### config.mk
export PLATFORM = sky130hd
export DESIGN_NAME = uart_tx_fifo_param
export DESIGN_NICKNAME = d
export VERILOG_FILES = /design/src/rtl/uart_tx_fifo_param_pkg.sv /design/src/rtl/uart_sync_fifo.sv /design/src/rtl/uart_tx_fifo_param.sv
export SDC_FILE = /design/constraint.sdc
export NUM_CORES = 1
export LEC_CHECK = 0
export ABC_CLOCK_PERIOD_IN_PS = 7890
export CAP_MARGIN = 20
export CORE_MARGIN = 2
export CORE_UTILIZATION = 23
export DETAILED_ROUTE_END_ITERATION = 8
export GPL_TIMING_DRIVEN = 1
export PLACE_DENSITY = 0.39
export REMOVE_ABC_BUFFERS = 1
export SLEW_MARGIN = 20
export SYNTH_ARGS = -nofsm -noshare
export SYNTH_HDL_FRONTEND = slang
export SYNTH_HIERARCHICAL = 1
export SYNTH_SLANG_ARGS = --single-unit
### constraint.sdc
create_clock -name CLK -period 7.89 [get_ports CLK]
set_clock_uncertainty 0.1 [all_clocks]
set_input_delay 1.578 -clock CLK [delete_from_list [all_inputs] [get_ports CLK]]
set_output_delay 1.578 -clock CLK [all_outputs]
set_load 0.02 [all_outputs]
### src/rtl/uart_tx_fifo_param_pkg.sv
// Shared definitions for the parametrised UART transmitter: parity codes,
// FSM state encoding and the parity helper.
package uart_tx_fifo_param_pkg;

  localparam int PARITY_NONE = 0;
  localparam int PARITY_EVEN = 1;
  localparam int PARITY_ODD  = 2;

  // Width of the per-frame bit counter; covers up to 9 data bits.
  localparam int BIT_CNT_W = 4;

  typedef enum logic [2:0] {
    ST_IDLE   = 3'd0,
    ST_START  = 3'd1,
    ST_DATA   = 3'd2,
    ST_PARITY = 3'd3,
    ST_STOP   = 3'd4
  } tx_state_e;

  // Parity over a zero-extended word; extra zero bits do not change the XOR.
  function automatic logic parity_bit(input logic [8:0] d, input int mode);
    return (mode == PARITY_ODD) ? ~^d : ^d;
  endfunction

endpackage

### src/rtl/uart_sync_fifo.sv
// Synchronous word FIFO with first-word fall-through read and level output.
// Pushes while full and pops while empty are ignored.
module uart_sync_fifo #(
  parameter int W     = 8,
  parameter int DEPTH = 4,
  localparam int PTR_W = $clog2(DEPTH),
  localparam int LVL_W = $clog2(DEPTH + 1)
) (
  input  logic             CLK,
  input  logic             RST,
  input  logic             i_push,
  input  logic [W-1:0]     i_data,
  input  logic             i_pop,
  output logic [W-1:0]     o_data,
  output logic [LVL_W-1:0] o_level,
  output logic             o_full,
  output logic             o_empty
);

  logic [W-1:0]     r_mem [DEPTH];
  logic [PTR_W-1:0] r_wr_ptr;
  logic [PTR_W-1:0] r_rd_ptr;
  logic [LVL_W-1:0] r_level;
  logic             w_push_ok;
  logic             w_pop_ok;

  assign o_full    = (r_level == LVL_W'(DEPTH));
  assign o_empty   = (r_level == '0);
  assign w_push_ok = i_push & ~o_full;
  assign w_pop_ok  = i_pop & ~o_empty;
  assign o_data    = r_mem[r_rd_ptr];
  assign o_level   = r_level;

  // Storage write; no reset needed since the level gates every read.
  always_ff @(posedge CLK) begin
    if (w_push_ok) r_mem[r_wr_ptr] <= i_data;
  end

  // Pointers and level; pointers wrap naturally as DEPTH is a power of 2.
  always_ff @(posedge CLK) begin
    if (RST) begin
      r_wr_ptr <= '0;
      r_rd_ptr <= '0;
      r_level  <= '0;
    end else begin
      if (w_push_ok) r_wr_ptr <= r_wr_ptr + PTR_W'(1);
      if (w_pop_ok)  r_rd_ptr <= r_rd_ptr + PTR_W'(1);
      case ({w_push_ok, w_pop_ok})
        2'b10:   r_level <= r_level + LVL_W'(1);
        2'b01:   r_level <= r_level - LVL_W'(1);
        default: r_level <= r_level;
      endcase
    end
  end

endmodule

### src/rtl/uart_tx_fifo_param.sv
// Parametrised UART transmitter with input word FIFO and CTS_N gating of
// frame starts. TXD is a register fed from the FSM state, so the line lags
// the state by one cycle and every bit still lasts exactly CLKS_PER_BIT.
module uart_tx_fifo_param
  import uart_tx_fifo_param_pkg::*;
#(
  parameter int CLKS_PER_BIT = 26,
  parameter int DATA_BITS    = 8,
  parameter int PARITY       = 0,
  parameter int STOP_BITS    = 1,
  parameter int FIFO_DEPTH   = 4,
  localparam int LVL_W = $clog2(FIFO_DEPTH + 1),
  localparam int CNT_W = $clog2(CLKS_PER_BIT)
) (
  input  logic                 CLK,
  input  logic                 RST,
  input  logic [DATA_BITS-1:0] DATA,
  input  logic                 DATA_VALID,
  output logic                 DATA_READY,
  input  logic                 CTS_N,
  output logic                 TXD,
  output logic                 BUSY,
  output logic [LVL_W-1:0]     FIFO_LEVEL
);

  tx_state_e              r_state;
  tx_state_e              w_state_nxt;
  logic [CNT_W-1:0]       r_baud;
  logic [BIT_CNT_W-1:0]   r_bit_cnt;
  logic [DATA_BITS-1:0]   r_shift;
  logic                   r_par;
  logic                   r_txd;
  logic                   w_tick;
  logic                   w_pop;
  logic                   w_can_start;
  logic                   w_last_data;
  logic                   w_last_stop;
  logic [DATA_BITS-1:0]   w_fifo_dout;
  logic [LVL_W-1:0]       w_fifo_level;
  logic                   w_fifo_full;
  logic                   w_fifo_empty;

  uart_sync_fifo #(
    .W     (DATA_BITS),
    .DEPTH (FIFO_DEPTH)
  ) u_fifo (
    .CLK     (CLK),
    .RST     (RST),
    .i_push  (DATA_VALID),
    .i_data  (DATA),
    .i_pop   (w_pop),
    .o_data  (w_fifo_dout),
    .o_level (w_fifo_level),
    .o_full  (w_fifo_full),
    .o_empty (w_fifo_empty)
  );

  assign w_tick      = (r_baud == CNT_W'(CLKS_PER_BIT - 1));
  assign w_can_start = ~w_fifo_empty & ~CTS_N;
  assign w_last_data = (r_bit_cnt == BIT_CNT_W'(DATA_BITS - 1));
  assign w_last_stop = (r_bit_cnt == BIT_CNT_W'(STOP_BITS - 1));

  assign DATA_READY = ~w_fifo_full;
  assign FIFO_LEVEL = w_fifo_level;
  assign BUSY       = (r_state != ST_IDLE) | ~w_fifo_empty;
  assign TXD        = r_txd;

  // State register.
  always_ff @(posedge CLK) begin
    if (RST) r_state <= ST_IDLE;
    else     r_state <= w_state_nxt;
  end

  // Next-state and pop decision; the final stop tick reuses the idle start check.
  always_comb begin
    w_state_nxt = r_state;
    w_pop       = 1'b0;
    case (r_state)
      ST_IDLE: begin
        if (w_can_start) begin
          w_pop       = 1'b1;
          w_state_nxt = ST_START;
        end
      end
      ST_START: begin
        if (w_tick) w_state_nxt = ST_DATA;
      end
      ST_DATA: begin
        if (w_tick && w_last_data)
          w_state_nxt = (PARITY != PARITY_NONE) ? ST_PARITY : ST_STOP;
      end
      ST_PARITY: begin
        if (w_tick) w_state_nxt = ST_STOP;
      end
      ST_STOP: begin
        if (w_tick && w_last_stop) begin
          if (w_can_start) begin
            w_pop       = 1'b1;
            w_state_nxt = ST_START;
          end else begin
            w_state_nxt = ST_IDLE;
          end
        end
      end
      default: w_state_nxt = ST_IDLE;
    endcase
  end

  // Baud counter, bit counter, shift register and latched parity.
  always_ff @(posedge CLK) begin
    if (RST) begin
      r_baud    <= '0;
      r_bit_cnt <= '0;
      r_shift   <= '0;
      r_par     <= 1'b0;
    end else if (w_pop) begin
      r_baud    <= '0;
      r_bit_cnt <= '0;
      r_shift   <= w_fifo_dout;
      r_par     <= parity_bit(9'(w_fifo_dout), PARITY);
    end else if (r_state != ST_IDLE) begin
      r_baud <= w_tick ? '0 : r_baud + CNT_W'(1);
      if (w_tick) begin
        case (r_state)
          ST_DATA: begin
            r_shift   <= r_shift >> 1;
            r_bit_cnt <= w_last_data ? '0 : r_bit_cnt + BIT_CNT_W'(1);
          end
          ST_STOP: r_bit_cnt <= w_last_stop ? '0 : r_bit_cnt + BIT_CNT_W'(1);
          default: r_bit_cnt <= '0;
        endcase
      end
    end
  end

  // Serial line register: driven from the current state, idle/stop high.
  always_ff @(posedge CLK) begin
    if (RST) begin
      r_txd <= 1'b1;
    end else begin
      case (r_state)
        ST_START:  r_txd <= 1'b0;
        ST_DATA:   r_txd <= r_shift[0];
        ST_PARITY: r_txd <= r_par;
        default:   r_txd <= 1'b1;
      endcase
    end
  end

endmodule
-- Word-level counts from Yosys, hierarchy flattened
Memory sizes are Yosys's and may differ from the RTL's. A register that Yosys moved wholly into a read port is not among the register bits.
Index checks and enable logic that the tools add are counted.
- output and inout bits: 6
- bits in writable memories: 32
- bits of input ports: 12
- flip-flop bits (word level): 29
- memories kept: 1
- memory list (memory ; depth ; bits a word ; read ports ; clocked after memory_dff ; write ports ; line ; RTL):
    u_fifo.r_mem ; 4 ; 8 ; 1 ; 1 ; 1 ; uart_sync_fifo.sv:20 ; logic [W-1:0] r_mem [DEPTH];
- equal/unequal tests: 14
- reductions and logical operators: 15
- mux-type cells: 24
- add/subtract/negate cells: 6
- bitwise gates (word level): 7
- operators by type and width (kind ; number):
    8-bit two-way mux ; 4
    3-bit two-way mux ; 5
    3-bit one-hot mux with 5 select lines ; 1
    2-bit inequality test, second input constant ; 5
    9-bit XOR reduction ; 1
    4-bit two-way mux ; 2
    4-bit one-hot mux with 2 select lines ; 1
    2-bit nonzero test ; 4
    3-bit by 2-bit == test with 1-bit output, second input constant ; 2
    3-bit == test, second input constant ; 2
    3-bit zero test ; 2
    3-bit one-hot mux with 2 select lines ; 1
    5-bit by 1-bit adder with 5-bit output, second input constant ; 1
    5-bit == test, second input constant ; 1
    1-bit two-way mux ; 5
    5-bit two-way mux ; 1
    5-bit AND reduction ; 1
    2-bit by 1-bit adder with 2-bit output, second input constant ; 2
    4-bit by 1-bit adder with 4-bit output, second input constant ; 1
    4-bit by 3-bit == test with 1-bit output, second input constant ; 1
    4-bit zero test ; 1
    2-bit two-way mux ; 2
    3-bit by 1-bit adder with 3-bit output, second input constant ; 1
    1-bit AND ; 3
    other kinds (13) ; 16

-- Depth between registers and ports, before layout
Gate-level depths: netlist (run 1).
- depth after elaboration: 9
- mapped depth: 16
- depth with buffers taken out: 14

-- Modules after synthesis
Netlist (run 1), hierarchy kept.
- by module, submodules not included (module ; cells an instance ; area an instance (µm²) ; times used):
    uart_sync_fifo ; 96 ; 1635.3 ; 1
    uart_tx_fifo_param ; 144 ; 1246.2 ; 1

-- Least setup slack after synthesis (run 1)
No wires, ideal clock.
- path kind: input port to flip-flop
- start point: in CTS_N
- end point: reg u_fifo.r_level[2], in the netlist u_fifo/o_level[2]
- cell stages on the path: 11
- required time: 7720 ps
- path slack: 4026 ps
- arrival time: 3694 ps
- path through: nor4_2 -> nand2_1 -> inv_1 -> o31ai_2 -> inv_1 -> ha_1 -> inv_1 -> fa_1 -> xor2_1 -> or3_1 -> a21oi_1
- cells in the longest elaborated chain, start to end: 8
- elaborated cells between the ends (all ways): 10
- classes of those cells: eq/ne: 2; mux: 4; bitwise: 3; reduce/logical: 1
- RTL lines (what ; line ; RTL):
    start, declared ; uart_tx_fifo_param.sv:20 ; input logic CTS_N,
    1-bit inverter * ; uart_tx_fifo_param.sv:59 ; assign w_can_start = ~w_fifo_empty & ~CTS_N;
    1-bit AND * ; uart_tx_fifo_param.sv:59 ;
    1-bit two-way mux * ; uart_tx_fifo_param.sv:80, uart_tx_fifo_param.sv:97 ;
    1-bit two-way mux ; uart_tx_fifo_param.sv:96 ; if (w_tick && w_last_stop) begin
    1-bit one-hot mux with 2 select lines * ; uart_tx_fifo_param.sv:78 ; case (r_state)
    via w_pop ; uart_tx_fifo_param.sv:34 ; logic w_pop;
    1-bit AND * ; uart_sync_fifo.sv:30 ; assign w_pop_ok = i_pop & ~o_empty;
    via u_fifo.w_pop_ok ; uart_sync_fifo.sv:25 ; logic w_pop_ok;
    2-bit by 1-bit == test with 1-bit output or 2-bit == test (tied branches) ; uart_sync_fifo.sv:48 ; case ({w_push_ok, w_pop_ok})
    3-bit one-hot mux with 2 select lines or 2-bit nonzero test (tied branches) ; - ;
    end signal, assigned ; uart_sync_fifo.sv:49 ; 2'b10: r_level <= r_level + LVL_W'(1);
    end signal, assigned ; uart_sync_fifo.sv:50 ; 2'b01: r_level <= r_level - LVL_W'(1);
    end signal, assigned ; uart_sync_fifo.sv:51 ; default: r_level <= r_level;
    end, declared ; uart_sync_fifo.sv:23 ; logic [LVL_W-1:0] r_level;
Mark *: on every way through the listed nets, which the timed path passes. The rest lies on a longest branch.
A chain may end at the register's enable or synchronous reset.

-- Worst setup path in the final report (run 1)
Ends and elaborated chain as after synthesis.

==> impl_metrics.csv, run 1 <==
group,metric,value,unit
floorplan,initial_core_util,0.238,
min_path,hold_path_class,"register to register",
critical_path,cp_common_cell,"inv_1",
synth,syn_inst,240,
job,drv_cap,0,
min_path,hold_path_depth,2,
place,gp_congestion,0.702,
critical_path,critPathLaunchType,"primary input",
sta,fin_crit_sh,0.562,
clock_tree,cts_resized,0,
synth,synth_area_per_cell,12.0,µm²
sta,fin_tns_setup,0,ps
synth,ys_ff_latch,63,
synth,synth_area,2880,µm²
sta,slew_headroom,0.364,
cells_and_area,syn2layout_area_growth,20.2,%
synth,synth_mux_area_frac,0.0660,
pwr,internal_power,0.000678,W
floorplan,ios,18,
global_route,antenna_found_initial,0,
cells_and_area,layout.nets,279,
sta,worst_slack,3460,ps
critical_path,critical_path_class,"primary input to register",
pwr,switchingPower,0.000281,W
route,via_count,1882,
route,drt-vias-per-instance,4.38,
sta,tightest_slew,946,ps
sta,finalSetupViolCount,0,
synth,synth_compound_area_frac,0.119,
sta,hold_ws,380,ps
critical_path,cp_max_fo,10,
floorplan,core,12100,µm²
critical_path,slowest_stage,"nor4_2",
cells_and_area,layout_commonest_cell,"edfxtp_1",
synth,yosysWarnings,6,
critical_path,cp_cell_sequence,"clkdlybuf4s50_1, nor4_2, nand2_1, inv_1, o31ai_2, inv_1, ha_1, inv_1, fa_1, xor2_1, or3_1, a21oi_1",
pwr,p_leak,1.12,nW
route,wl_per_cell,13.4,µm
critical_path,endpoint_kind,"register",
synth,synth_ff_type,"edfxtp_1",
clock_tree,cts-root-buf,"clkbuf_16",
critical_path,path_buf_inv,4,
clock_tree,path_clk_slew,60,ps
pwr,pwr-share-comb,0.201,
clock_tree,htree_levels,3,
synth,synth-async-reset-ratio,0,
synth,synthAdderAreaFrac,0.0460,
critical_path,slowest_delay,800,ps
pwr,ir_worst_vdd,0.0982,mV
critical_path,critical_path.top_delay_family,"simple AND/OR/NAND/NOR gates",
route,totalWireLength,5750,µm
synth,synthSimpleGateAreaFrac,0.146,
global_route,overflow,0,
global_route,first_global_vias,1838,
critical_path,arrival,4600,ps
sta,grt_setup_unrepaired,"false",
sta,period_needed,4430,ps
global_route,grt_max_degree,30,
synth,synthXorXnorAreaFrac,0.0304,
sta,clock.fmax,226,MHz
critical_path,r2r_start,"u_fifo/o_level[0]$_SDFFE_PP0P_",
cells_and_area,diodes,0,
sta,slew_viol_final,0,
synth,synth_edf_count,32,
synth,synth.distinct_cells,50,
clock_tree,cts_tree,"yes",
cells_and_area,drive_gt1_frac,0.134,
place,io_buffer_count,17,
clock_tree,cts_sinks,63,
cells_and_area,final_cells,430,
sta,hold_violations,0,
pwr,pwr-share-clk,0.372,
route,antenna_left,0,
route,drt_iter0_drc,125,
critical_path,required,8050,ps
route,drtPass1Iterations,4,
route,drc,0,
clock_tree,clk_latency,330,ps
synth,ys_seq_area_frac,0.549,
place,dp.cells,414,
pwr,p_sw_frac,0.293,
outcome,run_status,"complete, no violations",
place,pre_cts_ws,3150,ps
min_path,holdPathEnd,"r_shift[6]$_SDFFE_PP0P_",
pwr,pwr-share-seq,0.427,
critical_path,reg2reg_to,"u_fifo/o_level[2]$_SDFFE_PP0P_",
clock_tree,post-cts-setup-buffers,0,
floorplan,die_area,13400,µm²
clock_tree,cts_buffers,9,
critical_path,crit_cells,12,
pwr,finalPower,0.000959,W
min_path,min_from,"r_shift[6]$_SDFFE_PP0P_",
global_route,grt_pass1_wl,9590,µm
place,dp_hpwl,3900,µm
clock_tree,hold_buffers,0,
floorplan,die_w,116,µm
pwr,p_per_area,277,nW/µm²
global_route,grt_util_all_layers,0.0952,
floorplan,die_h,116,µm
clock_tree,clockBufferDepth,2,
critical_path,r2r_slack,4610,ps
floorplan,rows,40,
cells_and_area,mostFrequentLayoutCells,"32 x edfxtp_1, 31 x dfxtp_1, 17 x clkdlybuf4s50_1",
critical_path,reg2reg_depth,12,
synth,synth_top_family_by_area,"simple AND/OR/NAND/NOR gates",
cells in the mapped netlist, types with 2 or more instances:
cell type   n  share of area
buf_1       2         0.0026
nand2_1    12          0.016
a32oi_1     6          0.018
o21ai_0     7          0.012
o22ai_1     7          0.015
or3_1       5          0.011
a311oi_1    3         0.0091
buf_2       2         0.0035
dfxtp_1    31           0.22
xor2_1      3         0.0091
a21oi_1    14          0.024
nand3_1     6          0.010
edfxtp_1   32           0.33
nand2b_1   10          0.022
inv_1      13          0.017
nor3b_1     4          0.010
a211oi_1    2         0.0052
a31oi_1     2         0.0043
buf_6       4          0.016
xnor2_1     7          0.021
nor3_1      5         0.0087
nor2_1     14          0.018
clkbuf_1    4         0.0052
and2_1      4         0.0087
ha_1        9          0.039
mux4_2      8          0.063
metrics by stage:
step	cell area (µm²)	util
global route	3460	0.286
detailed placement	3190	0.264
floorplan	2800	-
CTS	3460	0.286
finish	3460	0.286
global placement	3190	0.264
sequential cells by signal, summed over array words and instances (netlist names), named ones only:
| name | cells |
|---|---|
| TXD | 1 |
| u_fifo/r_mem | 32 |
| r_shift | 8 |
| r_par | 1 |
| r_bit_cnt | 4 |
| r_state | 3 |
| u_fifo/r_rd_ptr | 2 |
| u_fifo/r_wr_ptr | 2 |
| r_baud | 5 |
| u_fifo/o_level | 3 |
power groups by stage:
stage	sequential [W]	clock [W]	combinational (W)
floorplan	0.000414	0	0.000129
global placement	0.000418	0	0.000196
CTS	0.000411	0.000371	0.000197
finish	0.000410	0.000357	0.000193
detailed placement	0.000417	0	0.000196
global route	0.000416	0.000385	0.000216
worst max path at each step:
stage           from                             end  slack (ps)
2_1_floorplan  CTS_N  u_fifo/o_level[2]$_SDFFE_PP0P_        4030
3_3_place_gp   CTS_N  u_fifo/o_level[2]$_SDFFE_PP0P_        3180
3_5_place_dp   CTS_N  u_fifo/o_level[2]$_SDFFE_PP0P_        3150
4_1_cts        CTS_N  u_fifo/o_level[2]$_SDFFE_PP0P_        3480
5_1_grt        CTS_N  u_fifo/o_level[2]$_SDFFE_PP0P_        3200
6_report       CTS_N  u_fifo/o_level[2]$_SDFFE_PP0P_        3460
worst min-delay path, stage by stage (launching register included):
cell and delay (ps):
dfxtp_1 310, nand2b_1 70, o22ai_1 50
per-layer routing:
layer	vias to the layer above	GRT usage	share of wire	wire [µm]
met1	910	0.126	0.49	2840
met3	10	0.0366	0.040	229
met5	-	0	0	0
li1	927	-	-	-
met2	35	0.140	0.45	2600
met4	0	0.0381	0.013	75
layout make-up:
cell class,instances,area [µm²]
tap,168,210
multi-input combinational,152,1170
timing repair buffer,18,178
sequential,63,1580
inverter,13,48.8
fill,1282,8650
clock inverter,7,47.5
clock buffer,9,225
logic make-up (layout without fill, tap and decap cells):
family          Yosys count  after routing
simple gates             73             73
flops                    63             63
compound gates           50             50
buf+inv                  25             47
fa+ha+maj                10             10
xor+xnor                 10             10
mux                       9              9
Note: power is estimated with default switching activity, not from simulation.
==> run 2: changes to the inputs <==
ABC_CLOCK_PERIOD_IN_PS = 3800   (was 7890)
PLACE_DENSITY = 0.4   (was 0.39)
clock period = 3.8 ns   (was 7.89 ns; I/O delays follow)
==> run 2 against run 1 <==
Against the previous run:
- global-route usage is essentially flat
- non-clock buffer count grew 3
- sequential share of layout area shrank 0.60 points
- count of clock-buffer cells in the layout is the same
- first-iteration DRC count shrank 16%
==> impl_metrics.csv, run 2 (synthesized netlist as in run 1, its figures left out) <==
group,metric,value,unit
cells_and_area,reg_top3,"u_fifo/r_mem (32), r_shift (8), r_baud (5)",
clock_tree,hold_buffers,0,
critical_path,critical_path_class,"register to register",
clock_tree,htree_levels,3,
clock_tree,clk_latency,330,ps
route,drc,0,
critical_path,path_buf_inv,5,
clock_tree,cts_buffers,9,
sta,fin_tns_setup,0,ps
sta,hold_ws,380,ps
pwr,pwr-share-comb,0.197,
global_route,grt_use_met3,0.0350,
critical_path,slowest_stage,"nor3b_1",
critical_path,endpoint_kind,"register",
place,io_buffer_count,17,
global_route,top_usage_layer,"met2",
clock_tree,cts-root-buf,"clkbuf_16",
sta,hold_violations,0,
sta,worst_slack,673,ps
cells_and_area,syn2layout_area_growth,21.8,%
cells_and_area,layout_commonest_cell,"edfxtp_1",
floorplan,rows,40,
sta,finalSetupViolCount,0,
global_route,grt_util_all_layers,0.0949,
route,drtPass1Iterations,4,
place,dp_hpwl,3930,µm
pwr,p_sw_frac,0.283,
cells_and_area,layout.nets,282,
global_route,first_global_vias,1885,
sta,tightest_slew,612,ps
place,pre_cts_ws,523,ps
min_path,hold_path_class,"register to register",
sta,clock.fmax,320,MHz
critical_path,cp_common_cell,"inv_1",
pwr,switchingPower,0.000585,W
global_route,antenna_found_initial,0,
pwr,p_leak,1.14,nW
floorplan,core,12100,µm²
floorplan,die_w,116,µm
clock_tree,post-cts-setup-buffers,0,
critical_path,cp_cell_sequence,"inv_1, ha_1, nor3b_1, a21bo_1, buf_4, nand2_1, inv_1, o31ai_2, inv_1, ha_1, inv_1, fa_1, xor2_1, or3_1, a21oi_1",
floorplan,initial_core_util,0.238,
cells_and_area,largest-register,"u_fifo/r_mem",
clock_tree,cts_sinks,63,
pwr,internal_power,0.00148,W
pwr,pwr-share-clk,0.392,
critical_path,critPathLaunchType,"register",
route,antenna_left,0,
floorplan,die_h,116,µm
critical_path,required,3950,ps
sta,slew_headroom,0.591,
clock_tree,cts_tree,"yes",
cells_and_area,diodes,0,
sta,grt_setup_unrepaired,"false",
critical_path,arrival,3280,ps
sta,period_needed,3130,ps
cells_and_area,mostFrequentLayoutCells,"32 x edfxtp_1, 31 x dfxtp_1, 17 x clkdlybuf4s50_1",
critical_path,slowest_delay,470,ps
pwr,pwr-share-seq,0.411,
cells_and_area,drive_gt1_frac,0.143,
route,wl_per_cell,13.3,µm
global_route,use_met1,0.121,
global_route,use_met2,0.145,
critical_path,cp_max_fo,10,
global_route,overflow,0,
cells_and_area,fillers,1303,
global_route,grt_max_degree,17,
cells_and_area,largest_reg_flops,32,
route,drt_iter0_drc,105,
place,gp_congestion,0.698,
pwr,ir_worst_vdd,0.236,mV
critical_path,critical_path.top_delay_family,"simple AND/OR/NAND/NOR gates",
global_route,grt_pass1_wl,9480,µm
clock_tree,cts_resized,0,
outcome,run_status,"complete, no violations",
job,drv_cap,0,
route,drt-vias-per-instance,4.23,
clock_tree,clockBufferDepth,2,
sta,slew_viol_final,0,
route,totalWireLength,5740,µm
route,via_count,1831,
floorplan,ios,18,
sta,fin_crit_sh,0.823,
pwr,p_per_area,589,nW/µm²
floorplan,die_area,13400,µm²
clock_tree,path_clk_slew,60,ps
-- run 2: cell types whose count changed in the layout (fill, tap and decap cells not counted) --
| cell | change |
|---|---|
| bufinv_16 | +1 |
| clkinv_4 | -2 |
| clkinv_2 | -1 |
| buf_4 | +3 |
| clkinvlp_4 | +1 |
| inv_6 | +1 |
-- run 2: path summary, 6_finish.rpt --
path | start | to | slack, ps | depth (start not counted)
hold / removal | r_shift[6]$_SDFFE_PP0P_ | r_shift[6]$_SDFFE_PP0P_ | 380 | 2
hold reg to reg | r_shift[6]$_SDFFE_PP0P_ | r_shift[6]$_SDFFE_PP0P_ | 380 | 2
setup reg to reg | r_bit_cnt[0]$_SDFFE_PP0P_ | u_fifo/o_level[2]$_SDFFE_PP0P_ | 670 | 15
setup / recovery | r_bit_cnt[0]$_SDFFE_PP0P_ | u_fifo/o_level[2]$_SDFFE_PP0P_ | 670 | 15
-- run 2: power groups by stage --
stage / logic [W] / clock network, W / registers, W
CTS: 0.000416 / 0.000838 / 0.000853
finish: 0.000408 / 0.000812 / 0.000850
floorplan: 0.000268 / 0 / 0.000861
global route: 0.000455 / 0.000871 / 0.000863
detailed placement: 0.000414 / 0 / 0.000867
global placement: 0.000414 / 0 / 0.000868
-- run 2: final cells by class --
class                           count  area (µm²)  area share
Inverter                           13        48.8      0.0139
Tap cell                          168         210      0.0599
Clock inverter                      7        71.3      0.0203
Sequential cell                    63        1580       0.450
Clock buffer                        9         225      0.0641
Timing Repair Buffer               21         200      0.0570
Multi-Input combinational cell    152        1170       0.334
-- run 2: routing by layer --
layer	share of wire	up-vias
met3	0.043	8
li1	-	932
met1	0.49	853
met2	0.45	38
met5	0	-
met4	0.016	0
-- run 2: worst min-delay path, delay by kind of cell, from the launching register on --
| kind | cells | cell delay [ps] |
|---|---|---|
| AND/OR/NAND/NOR | 1 | 60 |
| AO/OA/AOI/OAI | 1 | 60 |
| flip-flops | 1 | 310 |
-- run 2: per-stage QoR --
stage / instance area, µm² / utilization / power [W] / instances
5_1_grt: 3510 / 0.290 / 0.00219 / 433
2_1_floorplan: 2800 / - / 0.00113 / 228
4_1_cts: 3510 / 0.290 / 0.00211 / 433
3_5_place_dp: 3210 / 0.265 / 0.00128 / 417
6_report: 3510 / 0.290 / 0.00207 / 433
3_3_place_gp: 3210 / 0.265 / 0.00128 / 417
